$ cat src/rtl/scan_decoder_if.sv
// Bus bundle for scan_decoder.
// The controller drives the selects and the decoder returns the one-hot digit strobe.
interface scan_decoder_if #(
    parameter int N = 3
);
    logic [1:0]      iEna;
    logic            iMode;
    logic [N-1:0]    iData;
    logic [N-1:0]    iLast;
    logic [2**N-1:0] oData;
    logic [N-1:0]    oSel;
    logic            oValid;

    modport master (
        output iEna, iMode, iData, iLast,
        input  oData, oSel, oValid
    );

    modport slave (
        input  iEna, iMode, iData, iLast,
        output oData, oSel, oValid
    );
endinterface

$ cat src/rtl/scan_decoder.sv
// Registered N-to-2^N one-hot decoder.
// Supports direct decode and a prescaled scan across positions 0..iLast.
module scan_decoder #(
    parameter int N          = 3,
    parameter int DIV        = 4,
    parameter int ACTIVE_LOW = 0
) (
    input logic           clk,
    input logic           rst,
    scan_decoder_if.slave bus
);
    localparam int W  = 2**N;
    localparam int PW = (DIV > 1) ? $clog2(DIV) : 1;

    localparam logic [PW-1:0] PRE_LAST = PW'(DIV - 1);
    localparam logic [W-1:0]  IDLE     = (ACTIVE_LOW != 0) ? '1 : '0;

    logic [PW-1:0] pre;
    logic [N-1:0]  next_sel;

    function automatic logic [W-1:0] onehot(input logic [N-1:0] idx);
        logic [W-1:0] v;
        v      = '0;
        v[idx] = 1'b1;
        return (ACTIVE_LOW != 0) ? ~v : v;
    endfunction

    // Out-of-range positions (after iLast shrinks) wrap instead of holding.
    always_comb begin
        next_sel = bus.oSel + N'(1);
        if (bus.oSel >= bus.iLast)
            next_sel = '0;
    end

    // An X on iEna makes the if-condition false, so it falls into the idle branch.
    always_ff @(posedge clk or posedge rst) begin
        if (rst) begin
            bus.oData  <= IDLE;
            bus.oSel   <= '0;
            bus.oValid <= 1'b0;
            pre        <= '0;
        end else if (bus.iEna == 2'b10) begin
            bus.oValid <= 1'b1;
            if (!bus.iMode) begin
                bus.oSel  <= bus.iData;
                bus.oData <= onehot(bus.iData);
                pre       <= '0;
            end else if (pre == PRE_LAST) begin
                pre       <= '0;
                bus.oSel  <= next_sel;
                bus.oData <= onehot(next_sel);
            end else begin
                pre       <= pre + PW'(1);
                bus.oData <= onehot(bus.oSel);
            end
        end else begin
            bus.oData  <= IDLE;
            bus.oValid <= 1'b0;
        end
    end
endmodule

$ cat src/flat_wrapper.sv
// flat-port wrapper written by rule: the top's interface ports become plain ports
module scan_decoder_flat 
#(
    parameter int N          = 3,
    parameter int DIV        = 4,
    parameter int ACTIVE_LOW = 0
)
  (clk, rst, bus_iEna, bus_iMode, bus_iData, bus_iLast, bus_oData, bus_oSel, bus_oValid);
  scan_decoder_if #(.N(N)) bus_i ();
  input logic clk;
  input logic rst;
  input wire logic [$bits(bus_i.iEna)-1:0] bus_iEna;
  input wire logic [$bits(bus_i.iMode)-1:0] bus_iMode;
  input wire logic [$bits(bus_i.iData)-1:0] bus_iData;
  input wire logic [$bits(bus_i.iLast)-1:0] bus_iLast;
  output wire logic [$bits(bus_i.oData)-1:0] bus_oData;
  output wire logic [$bits(bus_i.oSel)-1:0] bus_oSel;
  output wire logic [$bits(bus_i.oValid)-1:0] bus_oValid;
  assign bus_i.iEna = bus_iEna;
  assign bus_i.iMode = bus_iMode;
  assign bus_i.iData = bus_iData;
  assign bus_i.iLast = bus_iLast;
  assign bus_oData = bus_i.oData;
  assign bus_oSel = bus_i.oSel;
  assign bus_oValid = bus_i.oValid;
  scan_decoder #(.N(N), .DIV(DIV), .ACTIVE_LOW(ACTIVE_LOW)) u_core (.clk(clk), .rst(rst), .bus(bus_i));
endmodule
$ cat config.mk
export PLATFORM = sky130hd
export DESIGN_NAME = scan_decoder_flat
export DESIGN_NICKNAME = d
export VERILOG_FILES = /design/src/rtl/scan_decoder_if.sv /design/src/rtl/scan_decoder.sv /design/src/flat_wrapper.sv
export SDC_FILE = /design/constraint.sdc
export NUM_CORES = 1
export LEC_CHECK = 0
export CAP_MARGIN = 20
export CORE_MARGIN = 2
export CORE_UTILIZATION = 65
export DETAILED_ROUTE_END_ITERATION = 8
export DONT_BUFFER_PORTS = 1
export PLACE_DENSITY = 0.81
export SKIP_LAST_GASP = 1
export SYNTH_ARGS = -nofsm -noshare
export SYNTH_HDL_FRONTEND = slang
export SYNTH_SLANG_ARGS = --single-unit
$ cat constraint.sdc
create_clock -name clk -period 4.79 [get_ports clk]
set_clock_uncertainty 0.15 [all_clocks]
set_input_delay 0.7185 -clock clk [delete_from_list [all_inputs] [get_ports clk]]
set_output_delay 0.7185 -clock clk [all_outputs]
set_load 0.05 [all_outputs]
## Word level (Yosys, flattened, before mapping)

Cells that the tools add are included.

- Magnitude comparators: 7
- Mux-type cells: 15
- Add/subtract/negate cells: 2
- Equal/unequal tests: 3
- Reduce and logical (&&, ||, !) cells: 4

Operators by type and width:

| kind | number |
|---|---|
| $mux W8 | 3 |
| $lt A3 B4 Y1 const B | 3 |
| $demux W1 S3 | 3 |
| $ge A3 B1 Y1 const B | 3 |
| $mux W3 | 3 |
| $eq A2 B2 Y1 const B | 2 |
| $mux W1 | 4 |
| $mux W2 | 2 |
| $add A3 B1 Y3 const B | 1 |
| $ge A3 B3 Y1 | 1 |
| $logic_and A1 B1 Y1 | 3 |
| $add A2 B1 Y2 const B | 1 |
| $ne A2 B1 Y1 const B | 1 |
| $reduce_and A2 Y1 | 1 |

- Input bits: 11
- Word-level logic and storage cells: 35
- Output and inout port bits: 12
- Register bits after elaboration: 14

## Longest topological paths before layout

Gate-level depths: netlist of run 1.

- Word-level depth: 9
- Depth in mapped cells: 7
- Depth with buffers taken out: 6

## Worst setup path before layout of run 1

Ideal clock, no wire load.

- Path type: flip-flop to flip-flop
- Start: register u_core.bus.oSel[0]
- End: register u_core.bus.oSel[0]
- Buffers on the path: 1
- Clock period less this slack: 2284 ps
- Path slack: 2506 ps
- Required time: 4536 ps
- Cell stages (with the launch flop): 8
- Arrival: 2031 ps
- Library setup time: 104 ps
- Cells stage by stage: dfrtp_1 -> buf_2 -> inv_1 -> ha_1 -> nand2b_1 -> a31oi_4 -> nand2_2 -> o41ai_2

- Longest elaborated chain between the ends: 4
- Elaborated cells between the ends (all ways): 5
- Those cells by class: add/sub: 1; order compare: 1; mux: 3

RTL lines:

| item | RTL line | text |
|---|---|---|
| start: declaration | scan_decoder_if.sv:21 | `output oData, oSel, oValid` |
| start signal: assignment | scan_decoder.sv:45 | `bus.oSel <= bus.iData;` |
| start signal: assignment | scan_decoder.sv:50 | `bus.oSel <= next_sel;` |
| $add A3 B1 Y3 or $ge A3 B3 Y1 (tied branches) | scan_decoder.sv:30, scan_decoder.sv:31 |  |
| $mux W3 (*) | scan_decoder.sv:31 | `if (bus.oSel >= bus.iLast)` |
| $mux W3 (*) | scan_decoder.sv:48 | `end else if (pre == PRE_LAST) begin` |
| $mux W3 (*) | scan_decoder.sv:44 | `if (!bus.iMode) begin` |

Mark *: on every way between the ends. The rest lies on a longest branch, timed or not. The select of a mux whose other input is x is not followed.
A chain may end at the register's enable or synchronous reset.

## Worst setup path after layout of run 1

Ends and elaborated chain as after synthesis.

==> results of run 1 <==
==> logic make-up (layout without fill, tap and decap cells) <==
logic type	after synthesis	after routing
AO/OA/AOI/OAI	27	27
XOR/XNOR	2	2
adder cells (fa/ha/maj)	5	5
buffers and inverters	13	11
flip-flops	14	14
multiplexers	1	1
AND/OR/NAND/NOR	38	38
==> worst min path at each step <==
| stage | to | cells after the start |
|---|---|---|
| 2_1_floorplan | u_core.pre[1]$_DFFE_PP0P_ | 2 |
| 3_5_place_dp | u_core.pre[1]$_DFFE_PP0P_ | 2 |
| 3_3_place_gp | u_core.pre[1]$_DFFE_PP0P_ | 2 |
| 4_1_cts | u_core.pre[1]$_DFFE_PP0P_ | 1 |
| 6_report | u_core.pre[1]$_DFFE_PP0P_ | 1 |
| 5_1_grt | u_core.pre[1]$_DFFE_PP0P_ | 1 |
==> power by group through the flow <==
stage / clock [mW] / combinational, mW / sequential [mW]
after floorplan: 0 / 0.0907 / 0.168
after global placement: 0 / 0.0924 / 0.178
after detailed placement: 0 / 0.0931 / 0.178
after CTS: 0.0867 / 0.0945 / 0.176
after global routing: 0.0926 / 0.107 / 0.179
final: 0.0901 / 0.0963 / 0.177
==> registers in the layout, indices dropped and copies added (netlist names) <==
name,flops
u_core.bus.oData,8
u_core.bus.oSel,3
u_core.bus.oValid,1
u_core.pre,2
==> layout make-up <==
class / count / area share
flip-flops and latches: 14 / 0.3723
multi-input cells: 73 / 0.5412
clock buffers: 4 / 0.03856
inverters: 7 / 0.02793
well taps: 15 / 0.01995
==> per-layer routing <==
metal	GRT usage	up-vias	wire length (um)
li1	-	359	-
met1	0.3362	397	791
met2	0.4188	66	967
met3	0.04783	9	247
met4	0.1355	0	43
met5	0	-	0
==> placed cells by master (no fill, tap or decap) <==
master    instances
xnor2_1           1
nand4_1           1
nand2_1           5
nand2b_1          2
inv_1             7
nor3b_1           2
nor3_1            2
o41ai_2           1
xor2_2            1
a21o_1            1
o21ai_0           4
o21ai_1           1
o221ai_1          1
and3_1            3
dfrtp_1          14
mux2_2            1
a32oi_1           1
a21oi_1           3
a31oi_1           7
nand2b_4          1
a221oi_1          2
nand2_2           1
a22oi_1           2
nand3_1           6
a21boi_1          1
nand3b_1          4
or4_1             1
nor2b_1           1
clkbuf_4          3
clkbuf_8          1
nor2_1            9
o31ai_1           2
ha_1              5
a31oi_4           1
==> stage by stage <==
step,total power [mW],setup slack (ns)
floorplan,0.2585,2.506
global placement,0.2704,2.348
detailed placement,0.2714,2.314
CTS,0.3572,2.289
finish,0.3631,2.255
global route,0.3784,2.149
==> reports/qor.txt, run 1 <==
====================================================================================================
Maximum VDD drop ......................................................................  0.0002336 V
Slew @ Worst Pin ......................................................................    0.8732 ns
Footprint of the multi-input gates ....................................................  509.2 sq um
Count of input and output buffers .....................................................            0
Required time of the critical path ....................................................      4.83 ns
TNS Setup .............................................................................         0 ns
Maximum fanout encountered on the critical timing path ................................           11
Psw ...................................................................................     151.3 uW
Num rows ..............................................................................           13
Design Area, Final ....................................................................  940.9 sq um
Detail-routed net length per standard cell ............................................     18.14 um
Dominant cells by area after synthesis ................................................ dfrtp_1 38%, ha_1 6.8%, a31oi_1 4.8%
Area taken by flip-flops and latches ..................................................  350.3 sq um
Max-slew headroom at the worst pin ....................................................       0.4179
Fill cell instance count of the final layout ..........................................          101
Worst Reg2Reg Path Length in Cells ....................................................            6
Via count of the first global-routing pass ............................................          754
Initial drt markers ...................................................................           49
Cell Int Power ........................................................................     211.8 uW
Floorplan die width ...................................................................     41.59 um
Die area ..............................................................................   1730 sq um
Last element of the critical path ..................................................... u_core.bus.oSel[0]$_DFFE_PP0P_
N_diodes ..............................................................................            0
Most numerous cell types in the synthesized netlist ................................... 14 x dfrtp_1, 9 x nor2_1, 7 x a31oi_1, 7 x inv_1, 6 x nand3_1
Total buffers and inverters traversed by the critical path ............................            1
PostCTS Resize Cnt ....................................................................            0
Number of top-level pins ..............................................................           23
Number of cells produced by synthesis .................................................          100
Simple-gate portion of the synthesized area ...........................................       0.2275
Reported leakage power ................................................................    0.4300 nW
Top delay family on crit path .........................................................   flip-flops
Cell at the slowest stage of the critical path ........................................      dfrtp_1
Fraction of power spent switching nets ................................................       0.4167
First-pass DRT Iterations .............................................................            4
CP cell instances ..................................................................... inv_1, ha_1, nand2b_1, a31oi_4, nand2_2, o41ai_2
Multiplexer share of the synthesized area .............................................      0.01226
FF-to-FF setup slack ..................................................................      2.26 ns
Remaining design rule violation count .................................................            0
Crit path capture type ................................................................    flip-flop
Leading cell type by number of instances after synthesis ..............................      dfrtp_1
Yosys warning total ...................................................................            0
Count of cell instances traversed by the critical path ................................            6
Vertical die dimension ................................................................     41.59 um
Run status ............................................................................ finished clean
Clk network pwr share .................................................................        0.248
Antenna violations before repair ......................................................            0
Clock-pin slew reported for the worst setup and hold paths after clock tree synthesis .      0.09 ns
Weighted congestion reported at the end of routability-driven placement ...............       0.9469
Post-detailed-placement cell area .....................................................  904.6 sq um
Proportion of layout cells with a drive suffix above 1 ................................       0.1020
Number of flops mapped to enable cells by yosys .......................................            0
Number of hold-slack violations in the final timing report ............................            0
Synth Area in Compound Gates ..........................................................       0.2193
Final standard cell utilization of the core ...........................................       0.7142
Layout overhead on the synthesized area ...............................................       2.452%
Placed Instances ......................................................................          109
Clock tree buffer depth ...............................................................            2
CTS buffer count ......................................................................            3
Cell at the root of the clock tree ....................................................     clkbuf_4
Unrepaired setup endpoints after global routing .......................................           no
H-Tree Level Count ....................................................................            1
Clock tree from TritonCTS .............................................................         done
Pin count of the biggest net entering global routing ..................................           15
Netlist area before placement .........................................................  918.4 sq um
Total count of max-transition violations in the final report ..........................            0
Placeable core area ...................................................................   1318 sq um
Count of placed standard cells in the final layout, fillers left out ..................          113
Post-synthesis xor/xnor area fraction .................................................      0.02725
Nature of the critical path startpoint ................................................    flip-flop
Relative contribution of sequential cells to total power ..............................        0.486
Number of nets at the end of the flow .................................................          115
Maximum clock frequency ...............................................................    394.5 MHz
Post-synth top area share .............................................................       0.3815
Antenna-violating nets left ...........................................................            0
Post-Synth Adder-Cell Area ............................................................      0.06812
Max-cap violations ....................................................................            0
Worst flop-to-flop path endpoint ...................................................... u_core.bus.oSel[0]$_DFFE_PP0P_
Post-route fraction of the period consumed by the critical path .......................       0.5292
Avg Synthesized Cell Area .............................................................  9.184 sq um
Final setup viols .....................................................................            0
Combinational power share .............................................................        0.265
Ratio of total power to cell area ..................................................... 385.9 nW/um^2
Setup Crit Path Kind ..................................................................   reg -> reg
Hold-fix buffer count after cts .......................................................            0
Sum of routed wire length over all layers .............................................      2050 um
Worst hold path type ..................................................................  in -> async
Wire length of the first global-routing pass ..........................................      3429 um
Beginning of the critical path ........................................................ u_core.bus.oSel[0]$_DFFE_PP0P_
Post-synth cell types .................................................................           35
Biggest cell delay along the critical path ............................................      0.84 ns
Biggest area consumer among synthesized cells .........................................      dfrtp_1
Post-synth net total ..................................................................          116
RR Startpoint ......................................................................... u_core.bus.oSel[0]$_DFFE_PP0P_
Arrival time of data at the critical path endpoint ....................................      2.58 ns
Vias/cell .............................................................................        7.354
Fraction of registers with async set/reset ............................................        1.000
Initial core utilization ..............................................................       0.6971
Via count .............................................................................          831
Synth Register Bits ...................................................................           14
Leading register cell type out of synthesis ...........................................      dfrtp_1
Seq/Total Area, Yosys .................................................................       0.3815
Hold slack ............................................................................    0.2017 ns
# clock sinks .........................................................................           14
Setup repair bufs after CTS ...........................................................            0
Dominant combinational cell family by area after synthesis ............................ simple AND/OR/NAND/NOR gates
Clock latency of the later-clocked register in the worst-skew pair ....................      0.29 ns
Post-layout min period ................................................................     2.535 ns
Global router's overall resource usage ................................................       0.2617
Grt ovf ...............................................................................            0
Detailed-placement wirelength estimate ................................................      1405 um
====================================================================================================
Power figures use the tool's default switching activity.
==> run 2: changes to the inputs <==
Settings changed: CORE_UTILIZATION 65 to 60, PLACE_DENSITY 0.81 to 0.76.
Clock period 4.79 ns to 2.55 ns, I/O delays scaled along.
==> reports/qor.txt, run 2 (synthesis results as in run 1) <==
====================================================================================================
Run status ............................................................................ finished clean   unchanged
Clock tree from TritonCTS .............................................................         done   unchanged
Hold slack ............................................................................   0.04142 ns   was 0.2017 ns
HP Start ..............................................................................    bus_iMode
Remaining design rule violation count .................................................            0   unchanged
PostCTS Resize Cnt ....................................................................            0   unchanged
Floorplan die width ...................................................................     43.13 um   was 41.59 um
Wire length of the first global-routing pass ..........................................      3456 um   was 3429 um
Detail-routed net length per standard cell ............................................     17.65 um   was 18.14 um
Post-layout min period ................................................................     1.933 ns   was 2.535 ns
Registers with the most flip-flops .................................................... u_core.bus.oData x8, u_core.bus.oSel x3, u_core.pre x2   unchanged
Worst Reg2Reg Path Length in Cells ....................................................            5   was 6
Layout overhead on the synthesized area ...............................................       6.131%   was 2.452%
Pin count of the biggest net entering global routing ..................................           15   unchanged
Maximum fanout encountered on the critical timing path ................................           10   was 11
RR Startpoint ......................................................................... u_core.bus.oSel[0]$_DFFE_PP0P_   unchanged
First-pass DRT Iterations .............................................................            4   unchanged
Initial drt markers ...................................................................           38   was 49
TNS Setup .............................................................................         0 ns   unchanged
Cell at the slowest stage of the critical path ........................................        or4_1   was dfrtp_1
Worst Hold Path Cells .................................................................            1
Grt ovf ...............................................................................            0   unchanged
Ratio of total power to cell area ..................................................... 719.6 nW/um^2   was 385.9 nW/um^2
Final setup viols .....................................................................            0   unchanged
Sum of routed wire length over all layers .............................................      2083 um   was 2050 um
Total count of max-transition violations in the final report ..........................            0   unchanged
Reported leakage power ................................................................    0.4493 nW   was 0.4300 nW
Final worst-path setup slack ..........................................................    0.6165 ns   was 2.255 ns
Max reg flops .........................................................................            8   unchanged
Slew @ Worst Pin ......................................................................    0.5445 ns   was 0.8732 ns
Most used cells in the layout excluding fill and tap cells ............................ 14 x dfrtp_1, 9 x nor2_1, 7 x inv_1, 7 x a31oi_1, 6 x nand3_1   unchanged
CTS buffer count ......................................................................            3   unchanged
Detailed-placement wirelength estimate ................................................      1481 um   was 1405 um
Nature of the critical path startpoint ................................................    flip-flop   unchanged
Max-slew headroom at the worst pin ....................................................       0.6366   was 0.4179
Worst flop-to-flop path endpoint ...................................................... u_core.bus.oData[1]$_DFF_PP0_   was u_core.bus.oSel[0]$_DFFE_PP0P_
Via count .............................................................................          808   was 831
Worst hold path type ..................................................................    in -> reg   was in -> async
Required time of the critical path ....................................................      2.64 ns   was 4.83 ns
Antenna violations before repair ......................................................            0   unchanged
Vias/cell .............................................................................        6.847   was 7.354
Arrival time of data at the critical path endpoint ....................................      2.02 ns   was 2.58 ns
Die area ..............................................................................   1860 sq um   was 1730 sq um
Setup Crit Path Kind ..................................................................   reg -> reg   unchanged
Placeable core area ...................................................................   1471 sq um   was 1318 sq um
Via count of the first global-routing pass ............................................          731   was 754
Global router's overall resource usage ................................................       0.2496   was 0.2617
Worst-case hold path end point ........................................................ u_core.bus.oData[2]$_DFF_PP0_
Clock latency of the later-clocked register in the worst-skew pair ....................      0.30 ns   was 0.29 ns
Post-route fraction of the period consumed by the critical path .......................       0.7582   was 0.5292
Count of input and output buffers .....................................................            0   unchanged
CP cell instances ..................................................................... buf_4, ha_1, xor2_2, or4_1, o21ai_1   was inv_1, ha_1, nand2b_1, a31oi_4, nand2_2, o41ai_2
Initial core utilization ..............................................................       0.6241   was 0.6971
Antenna-violating nets left ...........................................................            0   unchanged
Vertical die dimension ................................................................     43.13 um   was 41.59 um
Number of top-level pins ..............................................................           23   unchanged
Proportion of layout cells with a drive suffix above 1 ................................       0.1275   was 0.1020
Cell at the root of the clock tree ....................................................     clkbuf_4   unchanged
Maximum VDD drop ......................................................................  0.0003346 V   was 0.0002336 V
Place WS ..............................................................................    0.6333 ns   was 2.314 ns
Clock-pin slew reported for the worst setup and hold paths after clock tree synthesis .      0.10 ns   was 0.09 ns
Count of placed standard cells in the final layout, fillers left out ..................          118   was 113
Num rows ..............................................................................           14   was 13
# clock sinks .........................................................................           14   unchanged
Biggest cell delay along the critical path ............................................      0.48 ns   was 0.84 ns
H-Tree Level Count ....................................................................            1   unchanged
Clock tree buffer depth ...............................................................            2   unchanged
Maximum clock frequency ...............................................................    517.2 MHz   was 394.5 MHz
Unrepaired setup endpoints after global routing .......................................           no   unchanged
Top reg by flops ...................................................................... u_core.bus.oData   unchanged
N_diodes ..............................................................................            0   unchanged
FF-to-FF setup slack ..................................................................      0.62 ns   was 2.26 ns
Weighted congestion reported at the end of routability-driven placement ...............       0.9386   was 0.9469
Number of hold-slack violations in the final timing report ............................            0   unchanged
Crit path capture type ................................................................    flip-flop   unchanged
Number of nets at the end of the flow .................................................          119   was 115
Total buffers and inverters traversed by the critical path ............................            1   unchanged
Placed Instances ......................................................................          113   was 109
Max-cap violations ....................................................................            0   unchanged
Top delay family on crit path ......................................................... simple AND/OR/NAND/NOR gates   was flip-flops
Commonest non-fill, non-tap cell in the layout ........................................      dfrtp_1   unchanged
Setup repair bufs after CTS ...........................................................            0   unchanged
====================================================================================================
-- run 2: worst max path at each step --
stage | startpoint | endpoint | slack, ns | cells past startpoint
floorplan | u_core.bus.oSel[0]$_DFFE_PP0P_ | u_core.bus.oSel[0]$_DFFE_PP0P_ | 0.27 | 7
global placement | u_core.bus.oSel[0]$_DFFE_PP0P_ | u_core.bus.oData[1]$_DFF_PP0_ | 0.65 | 5
detailed placement | u_core.bus.oSel[0]$_DFFE_PP0P_ | u_core.bus.oData[1]$_DFF_PP0_ | 0.63 | 5
CTS | u_core.bus.oSel[0]$_DFFE_PP0P_ | u_core.bus.oData[1]$_DFF_PP0_ | 0.61 | 5
global route | u_core.bus.oSel[2]$_DFFE_PP0P_ | u_core.bus.oSel[2]$_DFFE_PP0P_ | 0.55 | 5
finish | u_core.bus.oSel[0]$_DFFE_PP0P_ | u_core.bus.oData[1]$_DFF_PP0_ | 0.62 | 5
-- run 2: what timing repair did --
action,4_1_cts,5_1_grt
endpoints found under the hold margin,14,0
setup endpoints to repair,0,0
hold buffers,1,0
-- run 2: metrics by stage --
| stage | utilization | area [sq um] | total power, mW |
|---|---|---|---|
| 4_1_cts | 0.6624 | 974.7 | 0.6933 |
| 5_1_grt | 0.6624 | 974.7 | 0.7255 |
| 3_5_place_dp | 0.6310 | 928.4 | 0.5281 |
| 3_3_place_gp | 0.6310 | 928.4 | 0.5290 |
| 2_1_floorplan | - | 918.4 | 0.4856 |
| 6_report | 0.6624 | 974.7 | 0.7014 |
-- run 2: where the power goes --
part	switching, mW	internal, mW
Clock	0.0859	0.0871
Combinational	0.165	0.0827
Sequential	0.0388	0.242
-- run 2: final cells by class --
cell class,count,area [sq um]
sequential,14,350.3
inverter,7,26.28
tap,16,20.02
multi-input combinational,73,509.2
timing repair buffer,4,32.53
clock buffer,4,36.28
fill,124,496.7
-- run 2: routing by layer --
| layer | GRT usage | vias up | part of all wire |
|---|---|---|---|
| met3 | 0.02553 | 7 | 0.058 |
| li1 | - | 371 | - |
| met1 | 0.3646 | 393 | 0.45 |
| met4 | 0.07273 | 0 | 0.025 |
| met2 | 0.3881 | 37 | 0.46 |
| met5 | 0 | - | 0 |
